## src/rtl/egress_drain_counter.sv

```systemverilog
// Drains the four egress FIFOs (fifo4..fifo7) round-robin onto one serial output,
// checks each word's destination field and keeps saturating per-FIFO word counters.
module egress_drain_counter #(
  parameter int unsigned TAMANO_DATOS = 12,
  parameter int unsigned CNT_W        = 5
) (
  input  logic                    clk,
  input  logic                    reset,
  input  logic                    init,
  input  logic [3:0]              fifo_empty,
  input  logic [TAMANO_DATOS-1:0] data_in4,
  input  logic [TAMANO_DATOS-1:0] data_in5,
  input  logic [TAMANO_DATOS-1:0] data_in6,
  input  logic [TAMANO_DATOS-1:0] data_in7,
  input  logic                    sink_ready,
  input  logic                    req,
  input  logic [2:0]              idx,
  output logic [3:0]              pop,
  output logic [TAMANO_DATOS-1:0] data_out,
  output logic                    valid_out,
  output logic [CNT_W-1:0]        count_out,
  output logic                    count_valid,
  output logic                    err_dest,
  output logic [1:0]              state
);

  localparam int unsigned DestLsb = 8;

  typedef enum logic [1:0] {
    StInit   = 2'd0,
    StIdle   = 2'd1,
    StActive = 2'd2
  } state_e;

  state_e                  state_q, state_d;
  logic [1:0]              rr_q, rr_d;
  logic                    s1_valid_q, s1_valid_d;
  logic [1:0]              s1_src_q, s1_src_d;
  logic [TAMANO_DATOS-1:0] data_out_q, data_out_d;
  logic                    valid_out_q, valid_out_d;
  logic                    err_q, err_d;
  logic [CNT_W-1:0]        cnt_q [4];
  logic [CNT_W-1:0]        cnt_d [4];
  logic [CNT_W-1:0]        count_out_q, count_out_d;
  logic                    count_valid_q, count_valid_d;

  logic                    found;
  logic [1:0]              grant_idx;
  logic [1:0]              cand;
  logic                    pop_en;
  logic [TAMANO_DATOS-1:0] data_sel;

  // First non-empty FIFO at or after the round-robin pointer.
  always_comb begin
    found     = 1'b0;
    grant_idx = rr_q;
    cand      = rr_q;
    for (int k = 0; k < 4; k++) begin
      cand = rr_q + 2'(k);
      if (!found && !fifo_empty[cand]) begin
        found     = 1'b1;
        grant_idx = cand;
      end
    end
  end

  assign pop_en = (state_q == StActive) && sink_ready && !init && found;
  assign pop    = pop_en ? 4'(4'b0001 << grant_idx) : 4'b0000;

  // FIFO read data is valid the cycle after its pop; s1_src_q marks which one.
  always_comb begin
    data_sel = data_in4;
    unique case (s1_src_q)
      2'd0: data_sel = data_in4;
      2'd1: data_sel = data_in5;
      2'd2: data_sel = data_in6;
      2'd3: data_sel = data_in7;
    endcase
  end

  always_comb begin
    state_d       = state_q;
    rr_d          = rr_q;
    s1_valid_d    = pop_en;
    s1_src_d      = pop_en ? grant_idx : s1_src_q;
    valid_out_d   = s1_valid_q;
    data_out_d    = s1_valid_q ? data_sel : data_out_q;
    err_d         = err_q;
    cnt_d         = cnt_q;
    count_out_d   = count_out_q;
    count_valid_d = req;

    unique case (state_q)
      StInit:   state_d = StIdle;
      StIdle:   if (!(&fifo_empty) && sink_ready) state_d = StActive;
      StActive: if ((&fifo_empty) || !sink_ready) state_d = StIdle;
      default:  state_d = StInit;
    endcase

    if (pop_en) rr_d = grant_idx + 2'd1;

    // Word lands on data_out this edge: check its destination and count it.
    if (s1_valid_q) begin
      if (data_sel[DestLsb +: 2] != s1_src_q) err_d = 1'b1;
      if (cnt_q[s1_src_q] != {CNT_W{1'b1}}) cnt_d[s1_src_q] = cnt_q[s1_src_q] + CNT_W'(1);
    end

    // Reads see pre-increment values since cnt_q is sampled.
    if (req) count_out_d = idx[2] ? cnt_q[idx[1:0]] : '0;

    if (init) begin
      state_d       = StInit;
      rr_d          = 2'd0;
      s1_valid_d    = 1'b0;
      valid_out_d   = 1'b0;
      data_out_d    = '0;
      err_d         = 1'b0;
      for (int k = 0; k < 4; k++) cnt_d[k] = '0;
      count_out_d   = '0;
      count_valid_d = 1'b0;
    end
  end

  always_ff @(posedge clk or posedge reset) begin
    if (reset) begin
      state_q       <= StInit;
      rr_q          <= 2'd0;
      s1_valid_q    <= 1'b0;
      s1_src_q      <= 2'd0;
      data_out_q    <= '0;
      valid_out_q   <= 1'b0;
      err_q         <= 1'b0;
      for (int k = 0; k < 4; k++) cnt_q[k] <= '0;
      count_out_q   <= '0;
      count_valid_q <= 1'b0;
    end else begin
      state_q       <= state_d;
      rr_q          <= rr_d;
      s1_valid_q    <= s1_valid_d;
      s1_src_q      <= s1_src_d;
      data_out_q    <= data_out_d;
      valid_out_q   <= valid_out_d;
      err_q         <= err_d;
      cnt_q         <= cnt_d;
      count_out_q   <= count_out_d;
      count_valid_q <= count_valid_d;
    end
  end

  assign data_out    = data_out_q;
  assign valid_out   = valid_out_q;
  assign count_out   = count_out_q;
  assign count_valid = count_valid_q;
  assign err_dest    = err_q;
  assign state       = state_q;

endmodule
```

## config.mk

```make
export PLATFORM = sky130hd
export DESIGN_NAME = egress_drain_counter
export DESIGN_NICKNAME = d
export VERILOG_FILES = /design/src/rtl/egress_drain_counter.sv
export SDC_FILE = /design/constraint.sdc
export NUM_CORES = 1
export LEC_CHECK = 0
export CAP_MARGIN = 10
export CELL_PAD_IN_SITES_DETAIL_PLACEMENT = 1
export CELL_PAD_IN_SITES_GLOBAL_PLACEMENT = 2
export CORE_ASPECT_RATIO = 0.6
export CORE_MARGIN = 8
export CORE_UTILIZATION = 32
export CTS_CLUSTER_DIAMETER = 60
export DETAILED_ROUTE_END_ITERATION = 8
export GPL_ROUTABILITY_DRIVEN = 0
export PLACE_DENSITY = 0.83
export SLEW_MARGIN = 20
export SYNTH_ARGS = -nofsm -noshare
export SYNTH_HDL_FRONTEND = slang
export SYNTH_SLANG_ARGS = --single-unit
```

## constraint.sdc

```tcl
create_clock -name clk -period 4.7 [get_ports clk]
set_clock_uncertainty 0.05 [all_clocks]
set_input_delay 1.175 -clock clk [delete_from_list [all_inputs] [get_ports clk]]
set_output_delay 1.175 -clock clk [all_outputs]
set_load 0.01 [all_outputs]
```

Word level (Yosys, flattened, before mapping)
Index checks and enable logic that the tools add are counted.
- flip-flop bits (word level): 47
- logic and storage cells: 111
- $add $sub $neg: 5
- order comparisons: 7
- equality and inequality tests: 9
- shift-type cells: 1
- multiplexer cells: 46
- bitwise operators: 2
- reduce and logical (&&, ||, !) cells: 28
- operators by type and width (kind ; count):
    two-way mux 20 bit ; 3
    case mux 12 bit (4 select lines) ; 1
    two-way mux 5 bit ; 8
    two-way mux 12 bit ; 2
    binary-select mux 5 bit (select 2 bit) ; 2
    bitwise mux 20 bit ; 1
    two-way mux 2 bit ; 8
    two-way mux 1 bit ; 14
    less-than comparator 2 x 3 -> 1 bit, second input constant ; 4
    demux 5 bit (select 2 bit) ; 1
    nonzero test 2 bit ; 5
    binary-select mux 1 bit (select 2 bit) ; 4
    logical AND 1 bit ; 8
    logical NOT 1 bit ; 8
    == test 2 bit, second input constant ; 3
    >= comparator 3 bit, second input constant ; 2
    inverter 2 -> 3 bit ; 2
    case mux 2 bit (3 select lines) ; 1
    AND reduction 2 bit ; 3
    adder 5 x 1 -> 5 bit, second input constant ; 1
    != test 5 bit, second input constant ; 1
    adder 2 x 1 -> 2 bit, second input constant ; 2
    adder 2 bit, second input constant ; 2
    == test 2 x 1 -> 1 bit, second input constant ; 2
    other kinds (9) ; 10

Longest topological paths before layout
- word-level depth: 15
- mapped depth: 9

Worst setup path before layout
No wires, ideal clock.
- path type: input -> output
- start: in fifo_empty[3]
- end: out pop[0]
- arrival time: 2.306 ns
- slack: 1.169 ns
- stages: 6
- path buffers: 0
- path through: nand2_1 > o21ai_0 > a222oi_1 > inv_1 > ha_1 > and2_1
- cells in the longest elaborated chain, start to end: 13
- RTL lines (element ; line ; text):
    from (decl) ; 10 ; input logic [3:0] fifo_empty,
    binary-select mux 1 bit (select 2 bit) ; 60 ; if (!found && !fifo_empty[cand]) begin
    two-way mux 1 bit (implied by the code) ; 60 ;
    logical NOT 1 bit ; 60 ;
    logical AND 1 bit ; 60 ;
    two-way mux 1 bit ; 60 ;
    logical NOT 1 bit ; 60 ;
    logical AND 1 bit ; 60 ;
    two-way mux 1 bit ; 60 ;
    logical NOT 1 bit ; 60 ;
    logical AND 1 bit ; 60 ;
    two-way mux 2 bit (*) ; 60 ;
    net grant_idx[0] ; 48 ; logic [1:0] grant_idx;
    << shifter 1 x 2 -> 4 bit (*) ; 68 ; assign pop = pop_en ? 4'(4'b0001 << grant_idx) : 4'b0000;
    two-way mux 4 bit (*) ; 68 ;
    to (decl) ; 18 ; output logic [3:0] pop,
The timed path passes the listed nets; every way through them passes the cells marked *. The select of a mux whose other input is x is not followed.

Final worst setup path
- start: in fifo_empty[3]
- end: out pop[1]
Same word-level chain as after synthesis.

==> results by stage <==
Floorplanning:
- The floorplan step set the die width to 135 microns.
- The initial core utilization is 32.5%.
- The overall die height is 87.6 microns.
- After floorplanning, the core was sized to cover 8390 sq um.
- The standard-cell row count is 26.
- The die covers 11800 sq um.
- 86 I/O pins were placed.

Clock tree:
- The clock transition at the register clock pins on the worst setup and hold paths after CTS is 60 ps.
- The H-tree generated during clock tree synthesis spans 2 levels.
- The sink count of the clock tree is 47.
- The TritonCTS buffer count is 5.
- The root buffer selected by CTS is sky130_fd_sc_hd__clkbuf_16.
- The clock latency of the later-clocked register in the worst-skew pair is 290 ps.
- Once the clock tree was built, the resizer swapped 0 gates to a different size.
- The maximum clock insertion buffer count is 2.
- The clock tree from TritonCTS is yes.
- Post-CTS timing repair inserted 0 buffers for setup.
- The number of hold buffers added after CTS was 0.

Setup path:
- The type of destination of the critical path is an output pin.
- The element type at the critical path start is a primary input.
- The worst register-to-register path has a depth of 7.
- The critical path data required time is 3470 ps.
- The worst register-to-register path ends at cnt_q[19].
- The delay of the slowest cell on the worst path is 600 ps.
- The slowest cell on the critical path is sky130_fd_sc_hd__clkdlybuf4s50_1.
- The class of the most critical setup path is in -> out.
- The cell count along the critical path is 8.
- Along the worst path, the maximum fanout reaches 7.
- The capture point of the worst path is pop[1].
- The start point of the critical path is fifo_empty[3].
- Data arrives at the worst endpoint at 3310 ps.
- Traced cell by cell, the critical path runs through clkdlybuf4s50_1 > o21ai_0 > a22o_1 > a22o_1 > inv_1 > ha_1 > and2_1 > clkdlybuf4s50_1.
- The startpoint of the worst-slack reg-to-reg timing path is s1_src_q[0].
- For flop-to-flop paths, the worst setup slack is 1630 ps.
- The number of buffers and inverters on the critical path is 3.
- The cell class contributing the biggest share of worst-path delay is buffers and inverters.

GRT:
- The first-pass GRT wire length is 12500 microns.
- The largest net degree at the start of global routing is 48.
- The number of antenna violations at the first check in global routing is 0.
- The number of global-route vias before repair is 2288.
- The total congestion overflow after global routing is 0.
- For this run, the total global-route usage over all layers was measured as 13.5%.

Logic synthesis:
- The area share of the leading cell type in the synthesized netlist is 43.1%.
- Of all flip-flops after synthesis, the portion carrying an async set or reset was 100%.
- The number of synthesized flops with an enable pin is 0.
- The number of warnings issued by yosys is 0.
- The combined area of all synthesized cells is 2730 sq um.
- The average footprint of a synthesized cell is 12.0 sq um.
- For this run, the leading register cell type out of synthesis is sky130_fd_sc_hd__dfrtp_1.
- By area the synthesized netlist is led by sky130_fd_sc_hd__dfrtp_1 43%, sky130_fd_sc_hd__mux4_2 18%, sky130_fd_sc_hd__mux2i_1 7.7%.
- The net count after synthesis is 293.
- The library cell with the highest instance count after synthesis is sky130_fd_sc_hd__dfrtp_1.
- Synthesis inferred 47 register bits.
- The number of standard cells after synthesis is 227.
- The largest total area in the synthesized netlist belongs to sky130_fd_sc_hd__dfrtp_1.
- Yosys mapped the design onto 39 distinct sky130hd cell types.
- The commonest cells after synthesis are 47 x sky130_fd_sc_hd__dfrtp_1, 35 x sky130_fd_sc_hd__nor2_1, 22 x sky130_fd_sc_hd__mux4_2.
- The post-synthesis sequential area ratio is 43.1%.

STA:
- Setup violations remaining at the end of the flow were counted as 0.
- Setup repair after global routing left no endpoint under its margin.
- The actual transition at the worst max-transition pin is 845 ps.
- Counting I/O delays and the setup requirement, the final critical path takes 4540 ps.
- The final worst-path cycle share is 96.5%.
- The final-report hold violation count is 0.
- Adding up every negative setup slack in the final design gives 0 ps.
- The final number of max-transition violations is 0.
- The tightest slew margin relative to the limit is 43.7%.
- After layout, the worst setup slack is 164 ps.
- Derived from the worst setup path, the maximum achievable clock frequency is 0.220 GHz.

Cells and area:
- The area used by sequential logic in the layout is 1180 sq um.
- After filler insertion, the fill cell instance count of the layout stands at 901.
- The count of antenna diodes in the layout is 0.
- The share of final-layout standard cells stronger than drive strength 1 is 13.6%.
- The area overhead of the layout relative to synthesis is 40.1%.
- After the last flow step, the layout net total stands at 373.
- The area of the multi-input gates is 1430 sq um.

Outcome:
- The flow ran to the end, and the final reports show no timing, DRC or antenna violations.

Placed design:
- At the placement stage, the worst setup path has a slack of 140 ps.
- After legalization and detailed placement, the total HPWL measured 5880 microns.
- The count of buffers added on input and output ports is 85.

Route:
- The routed design has 7800 microns of wire.
- The met3 routed wirelength is 443 microns.
- The number of DRC markers after the initial detailed-route iteration is 74.
- The average detailed-routed wire length per instance is 18.6 microns.
- The number of vias after detailed routing is 2117.
- The routed length on met2 is 3360 microns.
- The detail route stage leaves a number of antenna-violating nets equal to 0.
- The first detailed-routing pass ran for 4 iterations.
- In the final routing, the length of wire on met1 measures 3940 microns.
- The uppermost signal routing layer after detailed routing is met4.
- The routed via count divided by cell count is 5.04.
- For this run, design rule violations remaining after detail routing come to 0.

Power and ir drop:
- The power per cell area is 257 nW/um^2.
- The analysis attributes to cell leakage a power of 1.48 nW.
- The worst vdd rail ir drop is 0.124 mV.

Worst hold path:
- The origin of the worst min-delay path is data_out[7].
- The path class of the tightest hold or removal check is reg -> reg.

Flow run:
- The count of max-cap constraint violations is 0.
-- area by class of cell --
class / instances / area share, %
multi-input cells: 154 / 37.3
clock buffers: 8 / 4.09
repair buffers: 91 / 23.4
well taps: 112 / 3.66
inverters: 8 / 0.818
flip-flops and latches: 47 / 30.7
-- worst min path at each step --
| stage | to | depth (start not counted) |
|---|---|---|
| after floorplan | cnt_q[6] | 2 |
| after global placement | data_out[9] | 2 |
| after detailed placement | data_out[5] | 2 |
| after CTS | data_out[2] | 2 |
| after global routing | data_out[5] | 2 |
| final | data_out[7] | 2 |
-- cells in the final DEF, fill, tap and decap left out, types with 3 or more instances in the layout --
cell type	instances
sky130_fd_sc_hd__clkdlybuf4s50_1	85
sky130_fd_sc_hd__dfrtp_1	47
sky130_fd_sc_hd__nor2_1	35
sky130_fd_sc_hd__mux4_2	22
sky130_fd_sc_hd__mux2i_1	21
sky130_fd_sc_hd__a211oi_1	13
sky130_fd_sc_hd__inv_1	7
sky130_fd_sc_hd__nand3_1	7
sky130_fd_sc_hd__a21oi_1	6
sky130_fd_sc_hd__ha_1	6
sky130_fd_sc_hd__buf_4	6
sky130_fd_sc_hd__and2_1	5
sky130_fd_sc_hd__nand2b_1	5
sky130_fd_sc_hd__clkbuf_16	5
sky130_fd_sc_hd__o21ai_0	4
sky130_fd_sc_hd__nor2b_1	3
-- state kept, by name (all words and copies together) (netlist names) --
name         cells
cnt_q           20
count_out        5
count_valid      1
data_out        12
err_dest         1
rr_q             2
s1_src_q         2
s1_valid_q       1
state            2
valid_out        1
-- worst reg2reg max path, delay by kind of cell (launching register included) --
family / cells / cell delay (ps)
mux: 2 / 940
fa+ha+maj: 2 / 520
flops: 1 / 650
simple gates: 3 / 790
-- kinds of logic after synthesis --
kind of cell / count (synthesis) / share of synthesized area, %
mux: 45 / 26.7
buf+inv: 26 / 4.72
xor+xnor: 3 / 1.24
compound gates: 30 / 7.65
simple gates: 69 / 13.6
fa+ha+maj: 7 / 3.11
flops: 47 / 43.1
-- routing by layer --
layer,GRT usage (%),vias to the layer above
met5,0,-
met4,3.31,0
met3,3.72,5
met2,20.8,58
met1,18.6,1054
li1,-,1000
-- stage by stage --
stage	cells	total power [mW]	area [sq um]	hold slack, ps	util [%]
after floorplan	227	0.542	2730	448	-
after global placement	412	0.618	3670	453	43.7
after detailed placement	412	0.620	3670	470	43.7
after CTS	420	1.00	3820	484	45.6
after global routing	420	1.03	3830	499	45.6
final	420	0.984	3830	472	45.6
-- power by group --
part	switching (mW)	total [mW]	internal (mW)
combinational	0.0711	0.182	0.110
clock	0.148	0.375	0.227
sequential	0.0164	0.427	0.411
total	0.236	0.984	0.748
(Power assumes the default switching activity.)
==> RTL edit, RTL diff (config.mk and constraints unchanged) <==
Set the parameter `CNT_W` to 7 (it was 5).
--- a/src/rtl/egress_drain_counter.sv
+++ b/src/rtl/egress_drain_counter.sv
@@ -2,7 +2,7 @@
 // checks each word's destination field and keeps saturating per-FIFO word counters.
 module egress_drain_counter #(
   parameter int unsigned TAMANO_DATOS = 12,
-  parameter int unsigned CNT_W        = 5
+  parameter int unsigned CNT_W        = 7
 ) (
   input  logic                    clk,
   input  logic                    reset,
Interface: changed (resized count_out); port bits go from 86 to 88. The function was not compared with the original's and may differ.
==> RTL edit against the unedited design <==
Count of clock-buffer cells in the layout grew 4. Routed wire length increased by 20%. Die area increased by 16%. Total power increased by 36%. Area after synthesis increased by 19%. First-iteration DRC count increased by 95%. Clock power grew 50%. Sequential power is 23% higher. Worst setup slack gained 0.041 ns. Sequential cell count grew 10. Critical path depth stayed put. Highest routed layer unchanged. Cell area up 17%.
==> RTL edit: results (changes against the unedited design) <==
run status completed; length in cells of the worst reg-to-reg path 6 (-1); dpl cell area 4230 um2 (+15%); Skew-Pair Late Insertion Delay 0.33 ns (+0.04 ns); critical register-to-register path endpoint cnt_q[1]$_DFFE_PP0P_; gr usage total 14.4% (+0.88 points); violation count after the first detailed-route iteration 144 (+95%); share of post-route cells with drive strength above 1 14.9% (+1.2 points); measured slew at the worst slew-check pin 0.873 ns (+0.0278 ns); Synth top cells by count 57 x dfrtp_1, 51 x nor2_1, 24 x mux4_2; leakage 1.74 nW (+18%); Hold/Removal Path Class flip-flop to flip-flop; average footprint of a synthesized cell 11.4 um2 (-5.2%); count of unique library cells instantiated by Yosys 42 (+7.7%); Max FO, Critical Path 6 (-1); worst vdd ir 0.175 mV (+41%); fraction of synthesized area in multiplexers 22.4% (-4.2 points); Synthesized Nets 351 (+20%); Compound-Gate Fraction of Synth Area 13.2% (+5.5 points); maximum level of the CTS H-tree 3 (+1); GRT met3 Usage 5.00% (+1.3 points); routed via count 2585 (+22%); predominant post-synthesis flop cell dfrtp_1; detailed placer's ending HPWL 6.80 mm (+16%); post-synthesis adder-cell area fraction 2.22% (-0.89 points); Worst Setup Start Kind input port; flip-flop count of the largest register, all copies and words added 28 (+40%); cell types with the largest area share after synthesis dfrtp_1 44%, mux4_2 17%, nor2_1 5.9%; share of flip-flops with an asynchronous set or reset after synthesis 100% (unchanged); endpoint arrival time on the critical path 3.27 ns (-0.04 ns); sequential element share of the synthesized area 43.7% (+0.67 points); last element of the critical path pop[0]; total of fill cells in the finished design 1088 (+21%); wire length of the first global-routing pass 15.5 mm (+24%); met1 global-route usage 19.7% (+1.1 points); met2 global-route usage 21.1% (+0.33 points); vias in the first global route 2824 (+23%); total wire length 9.37 mm (+20%); number of nets in the final layout 433 (+16%); first element of the critical path fifo_empty[2]; total inserted antenna cells 0 (unchanged); maximum number of pins on one net before global-route repair 55 (+15%); post-DR vias/cell 5.12 (+1.6%); Inst Count DP 492 (+19%); Peak Freq 222 MHz (+0.90%); xor/xnor share of the synthesized area 1.61% (+0.37 points); number of buffer cells added on primary ports 87 (+2.4%); number of buffers added by the clock tree synthesis step 9 (+4); minimum setup slack after placement 0.0729 ns (-0.0673 ns); setup slack of the most critical reg-to-reg path 1.42 ns (-0.21 ns)
==> RTL edit: changes by cell type after synthesis, sizes merged, moves of 8 or more <==
| cell | unedited run | this run |
|---|---|---|
| nor2 | 35 | 51 |
| dfrtp | 47 | 57 |
| a211oi | 13 | 22 |
| nand2 | 2 | 10 |
| nand3 | 8 | 0 |
==> RTL edit: how the worst min path moves through the flow <==
stage | to | slack [ns] | startpoint | depth (start not counted)
after global placement | cnt_q[6]$_DFFE_PP0P_ | 0.45 | cnt_q[6]$_DFFE_PP0P_ | 1
after detailed placement | cnt_q[6]$_DFFE_PP0P_ | 0.46 | cnt_q[6]$_DFFE_PP0P_ | 1
after CTS | cnt_q[6]$_DFFE_PP0P_ | 0.47 | cnt_q[6]$_DFFE_PP0P_ | 1
after floorplan | cnt_q[6]$_DFFE_PP0P_ | 0.43 | cnt_q[6]$_DFFE_PP0P_ | 1
after global routing | data_out[5]$_DFFE_PP0N_ | 0.51 | data_out[5]$_DFFE_PP0N_ | 2
final | data_out[2]$_DFFE_PP0N_ | 0.47 | data_out[2]$_DFFE_PP0N_ | 2
==> RTL edit: worst reg2reg max path, cell delays in order, from the launching register on <==
cell	delay [ns]
dfrtp_1	0.86
mux4_2	0.70
ha_1	0.27
and3_1	0.27
a211oi_4	0.67
mux2i_1	0.26
nor2_1	0.06
==> RTL edit: repair_timing <==
item / in CTS / in global routing
gates resized for setup: 0 / 1
setup endpoints to repair: 0 / 2
endpoints found under the hold margin: 0 / 0
==> RTL edit: kinds of logic after synthesis <==
group	after synthesis
and+or+nand+nor	86
adders and majority gates	6
DFF	57
muxes	43
buffers and inverters	32
AOI/OAI and AO/OA	56
xor gates and xnor gates	6
==> RTL edit: power breakdown <==
| part | internal (mW) | switching (mW) |
|---|---|---|
| Sequential | 0.501 | 0.0242 |
| Combinational | 0.133 | 0.112 |
| Clock | 0.360 | 0.204 |
==> RTL edit: layer usage <==
layer	vias to the layer above	routed length (um)
li1	1201	-
met1	1303	4600
met2	71	4010
met3	10	656
met4	0	100
met5	-	0
==> RTL edit: final cells by class <==
type | count | area, um2 | share of cell area, %
Clock buffer | 12 | 246 | 5.50
Clock inverter | 1 | 5.00 | 0.112
Inverter | 10 | 37.5 | 0.837
Multi-Input combinational cell | 197 | 1690 | 37.7
Sequential cell | 57 | 1430 | 31.8
Tap cell | 135 | 169 | 3.77
Timing Repair Buffer | 93 | 911 | 20.3
